--- src/rtl/mod_exp_seq.sv ---
// Sequential modular exponentiation (left-to-right square-and-multiply) driving an external divider.
// Optional build macro: MODEXP_SKIP_LEADING_ZEROS_EN skips squarings for the exponent's leading zero bits.
module mod_exp_seq #(
  parameter int unsigned K = 32
) (
  input  logic           clk,
  input  logic           rst,
  input  logic           start,
  input  logic [K-1:0]   base,
  input  logic [K-1:0]   exp,
  input  logic [K-1:0]   modulus,
  output logic           busy,
  output logic           done,
  output logic [K-1:0]   result,
  output logic           err,
  output logic           div_req,
  output logic [2*K-1:0] div_a,
  output logic [2*K-1:0] div_b,
  input  logic           div_ack,
  input  logic [2*K-1:0] div_rem
);

  localparam int unsigned W2 = 2 * K;
  localparam int unsigned IW = (K > 1) ? $clog2(K) : 1;

  typedef enum logic [2:0] {
    IDLE,
    RED,
    SQR,
    MUL,
    NEXT,
`ifdef MODEXP_SKIP_LEADING_ZEROS_EN
    SKIP,
`endif
    DONE
  } state_t;

  state_t          state, state_d;
  logic [K-1:0]    exp_q, exp_d;
  logic [K-1:0]    b_q, b_d;
  logic [K-1:0]    r_q, r_d;
  logic [IW-1:0]   idx_q, idx_d;
  logic            err_d, done_d, busy_d, div_req_d;
  logic [K-1:0]    result_d;
  logic [W2-1:0]   div_a_d, div_b_d;
  logic [K-1:0]    mul_b;
  logic [W2-1:0]   prod;
  logic            ack_ok;
  logic            unused_rem_hi;

  // Only the low K bits of the remainder can be nonzero since the divisor fits in K bits.
  assign unused_rem_hi = ^div_rem[W2-1:K];

  // An ack in the request cycle cannot belong to the request just issued.
  assign ack_ok = div_ack && !div_req;

  // Next-state and datapath register updates.
  always_comb begin
    state_d  = state;
    exp_d    = exp_q;
    b_d      = b_q;
    r_d      = r_q;
    idx_d    = idx_q;
    err_d    = err;
    result_d = result;
    done_d   = 1'b0;
    case (state)
      IDLE: begin
        if (start) begin
          exp_d = exp;
          r_d   = K'(1);
          idx_d = IW'(K - 1);
          err_d = 1'b0;
          if (modulus == '0) begin
            err_d   = 1'b1;
            r_d     = '0;
            state_d = DONE;
          end else begin
            state_d = RED;
          end
        end
      end
      RED: begin
        if (ack_ok) begin
          b_d     = div_rem[K-1:0];
          state_d = SQR;
`ifdef MODEXP_SKIP_LEADING_ZEROS_EN
          if (exp_q == '0) begin
            r_d     = (div_b == W2'(1)) ? '0 : K'(1);
            state_d = DONE;
          end else if (!exp_q[idx_q]) begin
            state_d = SKIP;
          end
`endif
        end
      end
      SQR: begin
        if (ack_ok) begin
          r_d     = div_rem[K-1:0];
          state_d = exp_q[idx_q] ? MUL : NEXT;
        end
      end
      MUL: begin
        if (ack_ok) begin
          r_d     = div_rem[K-1:0];
          state_d = NEXT;
        end
      end
      NEXT: begin
        if (idx_q == '0) begin
          state_d = DONE;
        end else begin
          idx_d   = idx_q - IW'(1);
          state_d = SQR;
        end
      end
`ifdef MODEXP_SKIP_LEADING_ZEROS_EN
      // One cycle per leading zero; r is still 1 so the skipped squarings are identities.
      SKIP: begin
        idx_d = idx_q - IW'(1);
        if (exp_q[idx_d]) begin
          state_d = SQR;
        end
      end
`endif
      DONE: begin
        result_d = r_q;
        done_d   = 1'b1;
        state_d  = IDLE;
      end
      default: state_d = IDLE;
    endcase
  end

  // Divider request and operands, loaded only on entry to a wait state and held until the ack.
  always_comb begin
    busy_d    = (state_d != IDLE);
    div_req_d = (state_d inside {RED, SQR, MUL}) && (state_d != state);
    mul_b     = (state_d == MUL) ? b_d : r_d;
    prod      = W2'(r_d) * W2'(mul_b);
    div_a_d   = div_a;
    div_b_d   = div_b;
    if (div_req_d) begin
      if (state_d == RED) begin
        div_a_d = W2'(base);
        div_b_d = W2'(modulus);
      end else begin
        div_a_d = prod;
      end
    end
  end

  always_ff @(posedge clk or negedge rst) begin
    if (!rst) begin
      state   <= IDLE;
      exp_q   <= '0;
      b_q     <= '0;
      r_q     <= '0;
      idx_q   <= IW'(K - 1);
      busy    <= 1'b0;
      done    <= 1'b0;
      err     <= 1'b0;
      result  <= '0;
      div_req <= 1'b0;
      div_a   <= '0;
      div_b   <= '0;
    end else begin
      state   <= state_d;
      exp_q   <= exp_d;
      b_q     <= b_d;
      r_q     <= r_d;
      idx_q   <= idx_d;
      busy    <= busy_d;
      done    <= done_d;
      err     <= err_d;
      result  <= result_d;
      div_req <= div_req_d;
      div_a   <= div_a_d;
      div_b   <= div_b_d;
    end
  end

endmodule

--- config.mk ---
export PLATFORM = sky130hd
export DESIGN_NAME = mod_exp_seq
export DESIGN_NICKNAME = d
export VERILOG_FILES = /design/src/rtl/mod_exp_seq.sv
export SDC_FILE = /design/constraint.sdc
export NUM_CORES = 2
export LEC_CHECK = 0
export BUFFER_PORTS_ARGS = -buffer_cell sky130_fd_sc_hd__buf_2
export CAP_MARGIN = 20
export CORE_MARGIN = 2
export CORE_UTILIZATION = 35
export DETAILED_ROUTE_END_ITERATION = 8
export PLACE_DENSITY = 0.52
export SLEW_MARGIN = 40
export SYNTH_ARGS = -nofsm -noshare
export SYNTH_HDL_FRONTEND = slang
export SYNTH_SLANG_ARGS = --single-unit
--- constraint.sdc ---
create_clock -name clk -period 13.34 [get_ports clk]
set_clock_uncertainty 0.05 [all_clocks]
set_input_delay 2.668 -clock clk [delete_from_list [all_inputs] [get_ports clk]]
set_output_delay 2.668 -clock clk [all_outputs]
set_load 0.01 [all_outputs]
# Word-level counts from Yosys, hierarchy flattened
# Index checks and enable logic that the tools add are counted.
[totals]
wordCells = 62
out_inout_bits = 164
register_bits = 236
input_bits = 164
[classes]
mul = 1
reduce_logical = 13
magnitude_cmp = 1
eq_ne = 11
add_sub_neg = 1
muxes = 23
[ops]
columns = ["operator", "n"]
rows = [
  ["two-way mux 32 bit", 5],
  ["multiplier 32 x 32 -> 64 bit", 1],
  ["two-way mux 64 bit", 1],
  ["case mux 32 bit (2 select lines)", 1],
  ["logical NOT 32 bit", 1],
  ["two-way mux 3 bit", 7],
  ["case mux 3 bit (5 select lines)", 1],
  ["== test 3 x 2 -> 1 bit (second input constant)", 4],
  ["two-way mux 5 bit", 2],
  ["case mux 5 bit (2 select lines)", 1],
  ["== test 3 x 1 -> 1 bit (second input constant)", 2],
  ["== test 3 bit (second input constant)", 2],
  ["less-than comparator 5 x 6 -> 1 bit (second input constant)", 1],
  ["nonzero test 3 bit", 2],
  ["binary-select mux 1 bit (select 5 bit)", 1],
  ["logical NOT 5 bit", 1],
  ["subtractor 5 x 1 -> 5 bit (second input constant)", 1],
  ["two-way mux 1 bit", 4],
  ["!= test 2 bit (second input constant)", 2],
  ["AND reduction 2 bit", 2],
  ["logical NOT 3 bit", 1],
  ["!= test 3 bit", 1],
  ["AND reduction 3 bit", 1],
  ["logical AND 1 bit", 2],
  ["3 further kinds", 3],
]

# Logic depth before layout (Yosys ltp)
[depth]
word_depth = 9
depth_mapped = 38
mapped_depth_nobuf = 33

# Worst setup path before layout
# No wires, ideal clock.
[synth_path]
kind = "input port to flip-flop"
start = "in div_ack"
end = "reg div_a[44]"
required_ns = 13.156
setup_ns = 0.134
cell_stages = 33
arrival_ns = 11.032
path_buffers = 4
slack_ns = 2.124
path_cell_list = "nor2b_1 -> a22oi_1 -> or2_1 -> clkbuf_1 -> buf_2 -> clkbuf_1 -> a22oi_1 -> inv_2 -> o21ai_4 -> buf_2 -> nor2_1 -> fa_1 -> inv_1 -> fa_1 -> fa_1 -> fa_1 -> inv_1 -> fa_1 -> inv_1 -> fa_1 -> inv_1 -> fa_1 -> fa_1 -> ha_1 -> a21oi_1 -> o21ai_0 -> a2111oi_0 -> or3_1 -> o31ai_1 -> or2_2 -> a31oi_1 -> o21a_1 -> o211ai_1"
[synth_between]
elab_chain_len = 7
word_cells_on_any_way = 18
cone_classes = "1 x mul; 4 x eq/ne; 10 x mux; 3 x reduce/logical"
[synth_rtl]
columns = ["element", "line", "rtl"]
rows = [
  ["from (decl)", "19", "input logic div_ack,"],
  ["logical AND 1 bit *", "55", "assign ack_ok = div_ack && !div_req;"],
  ["two-way mux 3 bit (on tied branches)", "104, 84, 98", ""],
  ["case mux 3 bit (5 select lines)", "67", "case (state)"],
  ["== test 3 x 2 -> 1 bit", "138, 139", ""],
  ["two-way mux 32 bit", "139", "mul_b = (state_d == MUL) ? b_d : r_d;"],
  ["multiplier 32 x 32 -> 64 bit", "140", "prod = W2'(r_d) * W2'(mul_b);"],
  ["two-way mux 64 bit", "144", "if (state_d == RED) begin"],
  ["to (signal assigned)", "178", "div_a <= div_a_d;"],
  ["to (decl)", "17", "output logic [2*K-1:0] div_a,"],
]
# Mark *: on every way between the ends. The rest lies on a longest branch, timed or not.
# A chain may end at the register's enable or synchronous reset.

# Worst setup path after layout
[layout_path]
start = "in div_ack"
end = "reg div_a[59]"
# Same word-level chain as after synthesis.

==> results.toml <==
[global_routing]
grtUsageMet2_pct = 39.4
busiest_layer = "met2"
grt_overflow_total = 0
grt_pass1_vias = 34700
antenna_found_initial = 6
grtUsageTotal_pct = 24.2
grt_max_degree = 102
met3_usage_pct = 3.29
grtUsageMet1_pct = 33.5
grt_pass1_wl_um = 221000

[setup_path]
crit_top_cell = "fa_1"
required_ns = 13.80
startpoint = "div_ack"
crit_path_start_kind = "input port"
worstPathMaxFanout = 16
r2r_slack_ns = 2.31
cp-end-kind = "register"
timing.rr.start = "idx_q[0]$_DFFE_PN1P_"
slowest_stage = "fa_1"
worstPathArrival_ns = 12.55
max_stage_delay_ns = 0.72
worstSetupPathType = "input port to register"

[cts]
cts_made_buffers = 28
cts.clk_slew.worst_paths_ns = 0.07
cts.sinks = 236
clock_tree.buffer_depth = 3
htreeDepth = 1
cts_tree = "yes"
cts_setup_buffers = 0
cts_root_buf = "clkbuf_16"
hold_buffers = 0
clk-insertion-delay-late_ns = 0.65
cts_resized = 0

[floorplanning]
chipHeight_um = 351
placementRows = 127
core_um2 = 120000
fp.dieW_um = 351
die_area_um2 = 123000
num_io_pins = 328
initial_utilization_pct = 35.3

[yosys]
synth_area_leaders = "fa_1, dfrtp_1, inv_1"
yosysMostFrequentCell = "inv_1"
synthCells = 4586
synth_ff_type = "dfrtp_1"
synth-edff-count = 0
synth_seq_cells = 236
ys.warnings.count = 0
yosysTopAreaCell = "fa_1"
avgSynthCellArea_um2 = 9.21
synth_area_um2 = 42200
yosys.area.top_type_share_pct = 42.5
synth-async-reset-ratio_pct = 100
synthTopCellsByCount = "inv_1, fa_1, nand2_1"
ys_seq_area_share_pct = 14.0
synth_cell_types = 74

[final_layout]
nets = 6212
seq_area_um2 = 5910
layout-drive-gt1-share_pct = 14.4
multi_input_area_um2 = 31600
n_fill_cell = 12200
syn2layout_area_growth_pct = 12.8

[placement]
hpwl_um = 121000
portBuffers = 263
place_congestion = 0.946

[routing]
via_per_inst = 5.06
drc = 0
drt_pass1_iterations = 6
routed_wl_um = 147000
via_count = 33000
drtIter0Drc = 2580
routedWlPerCell_um = 22.5
ant_nets = 0

[sta]
hold_violations = 0
max_freq_mhz = 82.7
final.period_utilization_pct = 90.7
relSlewSlack_pct = 42.3
fin_crit_ns = 12.09
rsz0062_at_grt = "false"
finalSetupTns_ns = 0
worstMarginPinSlew_ns = 0.866
report.final.slew_viol_count = 0
finalSetupViolCount = 0

[worst_hold_path]
hold_class = "register to register"
holdCritStartpoint = "exp_q[11]$_DFFE_PN0P_"

[run]
maxCapViolations = 0

[outcome]
outcome = "finished clean"
layout make-up:
type                    instances  area share [%]
diodes                          2          0.0105
clock buffers                  36            1.62
flip-flops and latches        236            12.4
multi-input cells            3141            66.4
inverters                     954            7.52
clock inverters                16           0.646
repair buffers                526            7.20
well taps                    1612            4.23
logic make-up after synthesis:
family | count (synthesis) | synth area share (%)
xor+xnor | 58 | 1.20
mux | 112 | 3.11
buf+inv | 1240 | 11.7
fa+ha+maj | 1161 | 50.3
compound gates | 399 | 6.68
flops | 236 | 14.0
other cells | 1 | 0.00888
simple gates | 1379 | 12.9
path summary, 6_finish.rpt:
path | endpoint | depth (start not counted)
worst max-delay path | div_a[59]$_DFFE_PN0P_ | 32
worst min-delay path | exp_q[11]$_DFFE_PN0P_ | 2
worst max register to register | div_a[59]$_DFFE_PN0P_ | 31
worst min register to register | exp_q[11]$_DFFE_PN0P_ | 2
max in group asynchronous | b_q[19]$_DFF_PN0_ | 3
min in group asynchronous | exp_q[6]$_DFFE_PN0P_ | 1
registers in the layout, indices dropped and copies added, names as in the netlist:
name / flops
div_a: 64
b_q: 32
r_q: 32
result: 32
idx_q: 5
exp_q: 32
err: 1
state: 3
div_b: 32
done: 1
busy: 1
div_req: 1
placed cells by master, fill, tap and decap left out, types with 8 or more instances in the layout:
cell	Yosys	final
inv_1	947	947
fa_1	896	896
nand2_1	647	646
nor2_1	614	612
ha_1	265	265
buf_2	80	262
buf_4	47	252
dfrtp_1	231	231
a21oi_1	83	82
mux2_2	65	65
o21ai_0	60	60
a21o_1	42	42
mux2i_1	38	38
o21a_1	35	35
xnor2_1	32	32
conb_1	1	32
a222oi_1	30	30
clkbuf_16	0	28
xor2_1	26	26
a22oi_1	32	23
nand3_1	18	18
nand4_1	18	18
o21ai_1	20	13
nor4_1	13	13
and3_1	13	13
o21ai_4	10	12
a22oi_2	2	11
nand2b_1	11	11
o211ai_1	11	11
a31oi_1	10	10
o21bai_1	10	10
nor2b_1	9	9
mux4_2	9	9
o21ai_2	3	8
nor3_1	9	8
buf_12	0	8
worst max-delay path: cells and delay by family:
kind	cells	cell delay, ns
AOI/OAI and AO/OA	10	2.88
xor gates and xnor gates	1	0.22
adders and majority gates	9	4.56
buffers and inverters	8	1.17
and+or+nand+nor	4	0.99
layer usage:
| layer | routed length, um | share of wire [%] | vias to the layer above |
|---|---|---|---|
| met4 | 5440 | 3.7 | 2 |
| li1 | - | - | 14300 |
| met1 | 62500 | 43 | 17200 |
| met3 | 10500 | 7.2 | 224 |
| met2 | 68300 | 47 | 1256 |
| met5 | 13 | 0.0089 | - |
per-stage QoR:
step	util [%]	setup WS, ns	instance area, um2	hold WS [ns]	instances
after floorplan	-	2.12	42400	0.390	4617
after global placement	38.8	0.660	46500	0.406	6468
after detailed placement	38.8	0.694	46500	0.412	6468
after CTS	39.7	1.33	47600	0.428	6520
after global routing	39.8	0.823	47600	0.438	6523
final	39.8	1.25	47600	0.422	6523
Power is not shown: default switching activity piles up to over one toggle a cycle in this logic, so the estimate is an artifact.
